**config.mk**
```make
export PLATFORM = sky130hd
export DESIGN_NAME = glyph_line_renderer_flat
export DESIGN_NICKNAME = d
export VERILOG_FILES = /design/src/rtl/glyph_line_renderer_pkg.sv /design/src/rtl/glyph_line_renderer_if.sv /design/src/rtl/glyph_line_renderer.sv /design/src/flat_wrapper.sv
export SDC_FILE = /design/constraint.sdc
export NUM_CORES = 1
export LEC_CHECK = 0
export CAP_MARGIN = 10
export CORE_MARGIN = 5
export CORE_UTILIZATION = 33
export CTS_CLUSTER_DIAMETER = 40
export DETAILED_ROUTE_END_ITERATION = 10
export HOLD_SLACK_MARGIN = 0.1
export PLACE_DENSITY = 0.59
export SLEW_MARGIN = 30
export SYNTH_ARGS = -nofsm -noshare
export SYNTH_HDL_FRONTEND = slang
export SYNTH_SLANG_ARGS = --single-unit
```
**constraint.sdc**
```tcl
create_clock -name Clock -period 2.6 [get_ports Clock]
set_input_delay 0.52 -clock Clock [delete_from_list [all_inputs] [get_ports Clock]]
set_output_delay 0.52 -clock Clock [all_outputs]
set_load 0.01 [all_outputs]
```
**src/rtl/glyph_line_renderer_pkg.sv**
```systemverilog
// Shared constants and types for the glyph line renderer: glyph codes,
// FSM states and line geometry.
package glyph_line_renderer_pkg;

   localparam int GLYPH_COUNT = 8;
   localparam int GLYPH_WIDTH = 8;
   localparam int CODE_W      = 3;
   localparam int ROW_W       = 4;
   localparam int PTR_W       = $clog2(GLYPH_COUNT) + 1;

   localparam logic [CODE_W-1:0] GLYPH_F     = 3'd0;
   localparam logic [CODE_W-1:0] GLYPH_Q     = 3'd1;
   localparam logic [CODE_W-1:0] GLYPH_H     = 3'd2;
   localparam logic [CODE_W-1:0] GLYPH_X     = 3'd3;
   localparam logic [CODE_W-1:0] GLYPH_U     = 3'd4;
   localparam logic [CODE_W-1:0] GLYPH_BLANK = 3'd5;

   typedef enum logic [1:0] {
      ST_IDLE  = 2'd0,
      ST_LOAD  = 2'd1,
      ST_SHIFT = 2'd2
   } state_t;

   // Codes above BLANK have no bitmap in the ROM, so they render as blank.
   function automatic logic [CODE_W-1:0] map_code(input logic [CODE_W-1:0] code);
      return (code > GLYPH_BLANK) ? GLYPH_BLANK : code;
   endfunction

endpackage

```
**src/rtl/glyph_line_renderer_if.sv**
```systemverilog
// Line request, character-ROM lookup and pixel-stream signals of the
// glyph line renderer.
interface glyph_line_renderer_if;
   logic        Start;
   logic [23:0] GlyphSel;
   logic [2:0]  Count;
   logic [3:0]  Row;
   logic [6:0]  Address;
   logic [7:0]  pxInRow;
   logic        PixelOut;
   logic        PixelValid;
   logic        Busy;
   logic        Done;

   modport master (
      output Start, GlyphSel, Count, Row, pxInRow,
      input  Address, PixelOut, PixelValid, Busy, Done
   );

   modport slave (
      input  Start, GlyphSel, Count, Row, pxInRow,
      output Address, PixelOut, PixelValid, Busy, Done
   );
endinterface

```
**src/rtl/glyph_line_renderer.sv**
```systemverilog
// Renders one scanline of up to eight glyphs as a serial, gap-free pixel
// stream, fetching each glyph row from an external character ROM.
//
// state    | meaning
// ---------+---------------------------------------------------------
// ST_IDLE  | waiting for Start; outputs quiet, Address shows blank
// ST_LOAD  | one cycle: first glyph row captured from pxInRow
// ST_SHIFT | one pixel per cycle; next glyph reloaded on bit 7
module glyph_line_renderer
   import glyph_line_renderer_pkg::*;
(
   input  logic                  Clock,
   input  logic                  Resetn,
   glyph_line_renderer_if.slave  bus
);

   state_t                  state_q;
   logic [23:0]             gsel_q;
   logic [2:0]              cnt_q;
   logic [ROW_W-1:0]        row_q;
   logic [PTR_W-1:0]        ptr_q;
   logic [2:0]              bit_q;
   logic [GLYPH_WIDTH-1:0]  shreg_q;
   logic                    busy_q;
   logic                    done_q;
   logic                    valid_q;

   logic                    pending;
   logic [CODE_W-1:0]       code_raw;

   // A glyph is pending while the pointer has not passed the last glyph of the line.
   assign pending = busy_q && (ptr_q <= {1'b0, cnt_q});

   always_comb begin
      code_raw = gsel_q[CODE_W-1:0];
      for (int i = 0; i < GLYPH_COUNT; i++) begin
         if (ptr_q[PTR_W-2:0] == i[PTR_W-2:0]) begin
            code_raw = gsel_q[i*CODE_W +: CODE_W];
         end
      end
   end

   assign bus.Address    = pending ? {map_code(code_raw), row_q} : {GLYPH_BLANK, row_q};
   assign bus.PixelOut   = valid_q & shreg_q[0];
   assign bus.PixelValid = valid_q;
   assign bus.Busy       = busy_q;
   assign bus.Done       = done_q;

   always_ff @(posedge Clock or negedge Resetn) begin
      if (!Resetn) begin
         state_q <= ST_IDLE;
         gsel_q  <= '0;
         cnt_q   <= '0;
         row_q   <= '0;
         ptr_q   <= '0;
         bit_q   <= '0;
         shreg_q <= '0;
         busy_q  <= 1'b0;
         done_q  <= 1'b0;
         valid_q <= 1'b0;
      end else begin
         done_q <= 1'b0;
         case (state_q)
            ST_IDLE: begin
               if (bus.Start) begin
                  gsel_q  <= bus.GlyphSel;
                  cnt_q   <= bus.Count;
                  row_q   <= bus.Row;
                  ptr_q   <= '0;
                  busy_q  <= 1'b1;
                  state_q <= ST_LOAD;
               end
            end
            ST_LOAD: begin
               shreg_q <= bus.pxInRow;
               ptr_q   <= ptr_q + 1'b1;
               bit_q   <= '0;
               valid_q <= 1'b1;
               state_q <= ST_SHIFT;
            end
            ST_SHIFT: begin
               bit_q <= bit_q + 3'd1;
               if (bit_q == 3'd7) begin
                  if (pending) begin
                     shreg_q <= bus.pxInRow;
                     ptr_q   <= ptr_q + 1'b1;
                  end else begin
                     shreg_q <= '0;
                     ptr_q   <= '0;
                     busy_q  <= 1'b0;
                     valid_q <= 1'b0;
                     done_q  <= 1'b1;
                     state_q <= ST_IDLE;
                  end
               end else begin
                  shreg_q <= shreg_q >> 1;
               end
            end
            default: begin
               state_q <= ST_IDLE;
               busy_q  <= 1'b0;
               valid_q <= 1'b0;
            end
         endcase
      end
   end

endmodule
```
**src/flat_wrapper.sv**
```systemverilog
// flat-port wrapper written by rule: the top's interface ports become plain ports
module glyph_line_renderer_flat import glyph_line_renderer_pkg::*;
  (Clock, Resetn, bus_Start, bus_GlyphSel, bus_Count, bus_Row, bus_pxInRow, bus_Address, bus_PixelOut, bus_PixelValid, bus_Busy, bus_Done);
  glyph_line_renderer_if bus_i ();
  input  logic Clock;
  input  logic Resetn;
  input wire logic [$bits(bus_i.Start)-1:0] bus_Start;
  input wire logic [$bits(bus_i.GlyphSel)-1:0] bus_GlyphSel;
  input wire logic [$bits(bus_i.Count)-1:0] bus_Count;
  input wire logic [$bits(bus_i.Row)-1:0] bus_Row;
  input wire logic [$bits(bus_i.pxInRow)-1:0] bus_pxInRow;
  output wire logic [$bits(bus_i.Address)-1:0] bus_Address;
  output wire logic [$bits(bus_i.PixelOut)-1:0] bus_PixelOut;
  output wire logic [$bits(bus_i.PixelValid)-1:0] bus_PixelValid;
  output wire logic [$bits(bus_i.Busy)-1:0] bus_Busy;
  output wire logic [$bits(bus_i.Done)-1:0] bus_Done;
  assign bus_i.Start = bus_Start;
  assign bus_i.GlyphSel = bus_GlyphSel;
  assign bus_i.Count = bus_Count;
  assign bus_i.Row = bus_Row;
  assign bus_i.pxInRow = bus_pxInRow;
  assign bus_Address = bus_i.Address;
  assign bus_PixelOut = bus_i.PixelOut;
  assign bus_PixelValid = bus_i.PixelValid;
  assign bus_Busy = bus_i.Busy;
  assign bus_Done = bus_i.Done;
  glyph_line_renderer u_core (.Clock(Clock), .Resetn(Resetn), .bus(bus_i));
endmodule
```
==> impl_metrics.yaml, run 1 <==
status:
  status: "finished with violations"
  violations: "setup timing"
clocking:
  root_buffer: "clkbuf_8"
  clk-insertion-delay-late_ns: 0.30
  cts_sinks: 51
  clkTransAtPathRegs_ns: 0.09
  numCtsBuffers: 5
  clock_path_buffers: 2
  tritoncts: "yes"
  htree_levels: 2
detailed_routing:
  first_pass_iters: 4
  ant_nets: 0
  drc_errors: 0
  wl_per_cell_um: 14.8
  via_per_inst: 4.92
  routed_wirelength_um: 6070
  drt_iter0_drc: 56
  vias: 2021
critical_path:
  end_kind: "output port"
  r2r_slack_ns: 0.49
  start_kind: "flip-flop"
  cp_data_arrival_time_ns: 2.12
  cp.required_ns: 2.08
  cp-startpoint: "u_core.ptr_q[0]$_DFFE_PN0P_"
  rr_endpoint: "u_core.shreg_q[2]$_DFFE_PN0P_"
  critPathMaxFanout: 7
  rr_worst_depth: 8
  critPathKind: "reg -> out"
  timing.rr.start: "u_core.ptr_q[1]$_DFFE_PN0P_"
timing:
  worst_slack_ns: -0.0367
  drv_slew: 0
  setup_tns_ns: -0.0367
  fmaxAchievable_ghz: 0.379
  hold_violations: 0
  period_needed_ns: 2.64
  post-route-period-util_pct: 101
  worstMarginPinSlew_ns: 0.413
  rsz0062_at_grt: "true"
  slew-limit-headroom_pct: 72.3
  finClkSkew_ns: 0.0104
  timing.hold.ws_ns: 0.122
  setup_viol: 1
logic_synthesis:
  synth_seq_cells: 51
  synth_cells: 228
  syn_area_um2: 2590
  async_reset_ff_share_pct: 100
  synth-warning-count: 0
  synth_cell_type_count: 42
  synth_ff_type: "dfrtp_1"
  syn-num-nets: 285
  yosysSeqAreaShare_pct: 49.3
  synth_edf_count: 0
  syn_avg_cell_area_um2: 11.4
placement:
  gp_congestion: 0.842
  port_buffers: 52
  dp_hpwl_um: 4410
die:
  std_cell_rows: 32
  start_util_pct: 33.7
  ios: 53
  die_h_um: 98.6
  dieWidth_um: 98.6
  coreArea_um2: 7690
  die_area_um2: 9720
cells_and_area:
  nFillCells: 729
  layout-drive-gt1-share_pct: 33.7
  nNetsFinal: 365
  area_growth_pct: 42.9
  diodes: 0
global_route:
  gr-total-overflow: 0
  grt_pass1_wl_um: 10000
  antenna_found_initial: 0
  grt_usage_pct: 12.6
  grt_max_degree: 32
  grt_pass1_vias: 2105
flow_run:
  cap_violations: 0
power:
  power_frac_seq_pct: 39.3
  switching_share_pct: 34.5
  intPower_mw: 2.29
  peakVddDrop_mv: 0.466
  power_switching_mw: 1.20
  p_comb_share_pct: 46.4
  p_leak_nw: 1.58
  clockPowerShare_pct: 14.4
  power_density_nw_per_um2: 945
hold_path:
  worstHoldPathType: "in -> async"
worst max-delay path by stage:
stage / to / slack [ns] / depth (start not counted)
global route: bus_Address[4] / -0.13 / 10
finish: bus_Address[4] / -0.04 / 8
detailed placement: bus_Address[5] / -0.26 / 9
CTS: bus_Address[4] / -0.007 / 8
floorplan: bus_Address[5] / 0.30 / 8
global placement: bus_Address[5] / -0.24 / 9
per-layer routing:
layer,wire [µm],up-vias,GRT usage [%]
met3,310,12,3.54
met5,0,-,0
met1,2710,988,16.3
met2,2970,45,20.5
met4,84,0,3.57
li1,-,976,-
power by group through the flow:
stage | logic, mW | clock network [mW] | registers (mW)
after floorplan | 0.983 | 0 | 1.32
after global placement | 1.49 | 0 | 1.36
after detailed placement | 1.52 | 0 | 1.37
after CTS | 1.59 | 0.525 | 1.37
after global routing | 1.79 | 0.555 | 1.42
final | 1.62 | 0.502 | 1.37
layout by cell type (no fill, tap or decap), drive strengths merged, types with 2 or more instances in the layout:
cell	count
a221o	7
nor2b	6
clkdlybuf4s50	48
a221oi	2
mux2i	2
and2	8
nor2	6
o2bb2ai	2
nand2	13
ha	15
inv	17
nor3b	2
nor3	3
o21ai	15
dfrtp	51
nand3	5
mux2	32
a21oi	7
nand2b	2
o211ai	3
a21boi	3
buf	32
o22ai	2
clkbuf	8
o21bai	3
worst max-delay path, cell delays in order (launching register included):
cell      delay (ns)
dfrtp_2         0.46
ha_4            0.21
buf_6           0.13
nor2b_4         0.12
o21ai_2         0.12
o221ai_2        0.10
o31a_1          0.31
o211ai_1        0.20
buf_2           0.17
sequential cells by signal, indices dropped and copies added, names as in the netlist:
register and count:
u_core.bus.PixelValid 1, u_core.cnt_q 3, u_core.ptr_q 4, u_core.gsel_q 24
u_core.bit_q 3, u_core.shreg_q 8, u_core.bus.Done 1, u_core.state_q 2
u_core.row_q 4, u_core.bus.Busy 1
through the flow:
step	instances	area (µm²)	power [mW]	setup WS, ns	util [%]
finish	411	3700	3.49	-0.0367	48.1
global placement	400	3390	2.86	-0.236	44.1
detailed placement	400	3390	2.89	-0.263	44.1
global route	411	3700	3.77	-0.133	48.1
floorplan	228	2590	2.30	0.303	-
CTS	409	3600	3.49	-0.00679	46.8
synthesized netlist by cell type, types with 3 or more instances:
cell	n	share of area [%]
a21boi_0	3	0.87
a21oi_1	6	1.2
a221o_1	7	2.7
and2_1	8	1.9
buf_2	3	0.58
clkbuf_1	4	0.58
dfrtp_1	51	49
ha_1	15	7.2
inv_1	17	2.5
mux2_2	32	14
nand2_1	13	1.9
nand3_1	5	0.97
nor2_1	6	0.87
nor2b_1	5	1.2
nor3_1	3	0.58
o211ai_1	3	0.87
o21ai_0	10	1.9
o21ai_1	5	0.97
o21bai_1	3	0.87
cells by family after synthesis:
group,after synthesis,synth area share (%)
AOI/OAI and AO/OA,54,15.0
DFF,51,49.3
and+or+nand+nor,48,9.62
muxes,34,14.7
buffers and inverters,25,3.77
adders and majority gates,15,7.25
xor gates and xnor gates,1,0.338
repair_timing:
action / in CTS / in global routing
gates resized for setup: 40 / 21
cloned: 0 / 0
setup endpoints to repair: 3 / 3
setup buffers: 1 / 2
pin swaps: 11 / 8
hold buffers: 0 / 0
layout make-up:
type                       count  area, µm²  area share (%)
inverter                      17       66.3            1.79
multi-input combinational    152       1390            37.6
sequential                    51       1280            34.5
timing repair buffer          81        736            19.9
clock buffer                   8        100            2.71
tap                          102        128            3.45
Note: power is estimated with default switching activity, not from simulation.
==> run 2: changes to the inputs <==
--- a/config.mk
+++ b/config.mk
@@ -6,7 +6,6 @@
 export NUM_CORES = 1
 export LEC_CHECK = 0
 export CAP_MARGIN = 10
-export CORE_MARGIN = 5
 export CORE_UTILIZATION = 33
 export CTS_CLUSTER_DIAMETER = 40
 export DETAILED_ROUTE_END_ITERATION = 10
==> impl_metrics.yaml, run 2 (synthesis results as in run 1) <==
status:
  status: "finished with violations"
  violations: "setup timing"
detailed_routing:
  first_pass_iters: 4
  via_per_inst: 4.99
  vias: 2025
  wl_per_cell_um: 14.8
  drc_errors: 0
  drt_iter0_drc: 83
  routed_wirelength_um: 6030
  ant_nets: 0
timing:
  post-route-period-util_pct: 104
  worst_slack_ns: -0.117
  slew-limit-headroom_pct: 59.4
  worstMarginPinSlew_ns: 0.609
  drv_slew: 0
  hold_violations: 0
  setup_viol: 2
  fmaxAchievable_ghz: 0.368
  timing.hold.ws_ns: 0.206
  finClkSkew_ns: 0.0131
  period_needed_ns: 2.72
  rsz0062_at_grt: "true"
critical_path:
  cp.required_ns: 2.08
  critPathMaxFanout: 4
  crit_family: "compound AO/OA/AOI/OAI gates"
  r2r_slack_ns: 0.48
  critPathKind: "reg -> out"
  end_kind: "output port"
  crit_path_cell_trace: "buf_4 -> ha_4 -> ha_4 -> nand2_1 -> o221ai_1 -> o31a_1 -> o211ai_1 -> buf_2"
  critPathSlowestCell: "dfrtp_2"
  start_kind: "flip-flop"
  path_buf_inv: 2
  cpPeakStageDelay_ns: 0.45
  rr_endpoint: "u_core.shreg_q[6]$_DFFE_PN0P_"
  rr_worst_depth: 8
  path_common_cell: "ha_4"
  timing.rr.start: "u_core.ptr_q[1]$_DFFE_PN0P_"
  cp_data_arrival_time_ns: 2.20
clocking:
  htree_levels: 2
  clk-insertion-delay-late_ns: 0.32
  numCtsBuffers: 5
  cts_sinks: 51
  cts.hold.buffers_added: 0
  root_buffer: "clkbuf_8"
  clock_path_buffers: 2
  tritoncts: "yes"
  clkTransAtPathRegs_ns: 0.10
placement:
  dp_hpwl_um: 4050
  pre_cts_ws_ns: -0.269
  port_buffers: 52
  gp_congestion: 0.906
die:
  ios: 53
  dieWidth_um: 90.6
  die_area_um2: 8200
  std_cell_rows: 31
  start_util_pct: 34.9
  coreArea_um2: 7410
  die_h_um: 90.6
power:
  switching_share_pct: 35.0
  power_density_nw_per_um2: 957
  p_comb_share_pct: 47.0
  power_switching_mw: 1.23
  intPower_mw: 2.28
  clockPowerShare_pct: 13.9
  p_leak_nw: 1.56
  power_frac_seq_pct: 39.2
  peakVddDrop_mv: 0.405
flow_run:
  cap_violations: 0
cells_and_area:
  diodes: 0
  largest_registers: "u_core.gsel_q (24), u_core.shreg_q (8)"
  nFillCells: 669
  area_growth_pct: 41.9
  nNetsFinal: 363
  layout-drive-gt1-share_pct: 31.9
  top_register: "u_core.gsel_q"
  final_cell_mix: "dfrtp_1 (49), clkdlybuf4s50_1 (48), mux2_2 (32)"
  layout_commonest_cell: "dfrtp_1"
  largest_reg_flops: 24
global_route:
  grt_max_degree: 32
  gr-total-overflow: 0
  antenna_found_initial: 0
  grt_pass1_vias: 2037
  grt_usage_pct: 15.3
  grt_pass1_wl_um: 9920
hold_path:
  worstHoldPathType: "in -> async"
## run 2: final cells by class
cell class / instances / area, µm² / area share [%]
Clock inverter: 1 / 8.76 / 0.239
Timing Repair Buffer: 79 / 731 / 19.9
Inverter: 17 / 66.3 / 1.81
Sequential cell: 51 / 1280 / 34.8
Tap cell: 99 / 124 / 3.37
Clock buffer: 7 / 86.3 / 2.35
Multi-Input combinational cell: 152 / 1380 / 37.5
## run 2: worst register-to-register path: stages (launching register included)
cell	delay, ns
dfrtp_2	0.45
buf_4	0.15
ha_4	0.23
nor2b_2	0.16
nor3_2	0.18
buf_4	0.15
o211ai_1	0.11
a21oi_2	0.40
a221o_1	0.23
## run 2: worst max-delay path by stage
stage	startpoint	endpoint	slack, ns	cells past startpoint
5_1_grt	u_core.ptr_q[1]$_DFFE_PN0P_	bus_Address[4]	-0.21	8
2_1_floorplan	u_core.ptr_q[0]$_DFFE_PN0P_	bus_Address[5]	0.30	8
3_5_place_dp	u_core.ptr_q[1]$_DFFE_PN0P_	bus_Address[5]	-0.27	7
4_1_cts	u_core.ptr_q[0]$_DFFE_PN0P_	bus_Address[4]	-0.04	8
6_report	u_core.ptr_q[1]$_DFFE_PN0P_	bus_Address[4]	-0.12	8
3_3_place_gp	u_core.ptr_q[0]$_DFFE_PN0P_	bus_Address[4]	-0.23	8
## run 2: through the flow
step / util (%) / std cells / cell area, µm² / setup TNS [ns] / power (mW)
finish: 49.6 / 406 / 3670 / -0.169 / 3.52
CTS: 48.3 / 401 / 3580 / -0.0536 / 3.46
global route: 49.6 / 406 / 3670 / -0.365 / 3.79
global placement: 45.1 / 389 / 3340 / -0.563 / 2.85
floorplan: - / 228 / 2590 / 0 / 2.30
detailed placement: 45.1 / 389 / 3340 / -0.666 / 2.88
## run 2: routing by layer
| metal | part of all wire [%] | track usage [%] | vias to the layer above | wire (µm) |
|---|---|---|---|---|
| li1 | - | - | 976 | - |
| met1 | 49 | 21.3 | 993 | 2970 |
| met2 | 45 | 22.9 | 48 | 2700 |
| met3 | 4.0 | 3.45 | 8 | 239 |
| met4 | 1.9 | 5.78 | 0 | 116 |
| met5 | 0 | 0 | - | 0 |
## run 2: power groups by stage
stage	Clock [mW]	Combinational, mW	Sequential, mW
final	0.487	1.65	1.38
after CTS	0.501	1.59	1.37
after global placement	0	1.48	1.37
after global routing	0.534	1.83	1.42
after detailed placement	0	1.51	1.37
after floorplan	0	0.983	1.32
## run 2: timing repair
item                       CTS  global route
gates resized for setup     42            18
pin swaps                    5             9
setup buffers                4             5
setup endpoints to repair    3             3
==> run 3: changes to the inputs <==
--- a/config.mk
+++ b/config.mk
@@ -6,6 +6,7 @@
 export NUM_CORES = 1
 export LEC_CHECK = 0
 export CAP_MARGIN = 10
+export CORE_MARGIN = 1
 export CORE_UTILIZATION = 33
 export CTS_CLUSTER_DIAMETER = 40
 export DETAILED_ROUTE_END_ITERATION = 10
==> results of run 3 <==
Final layout, timing and power as in run 2 (identical DEF).
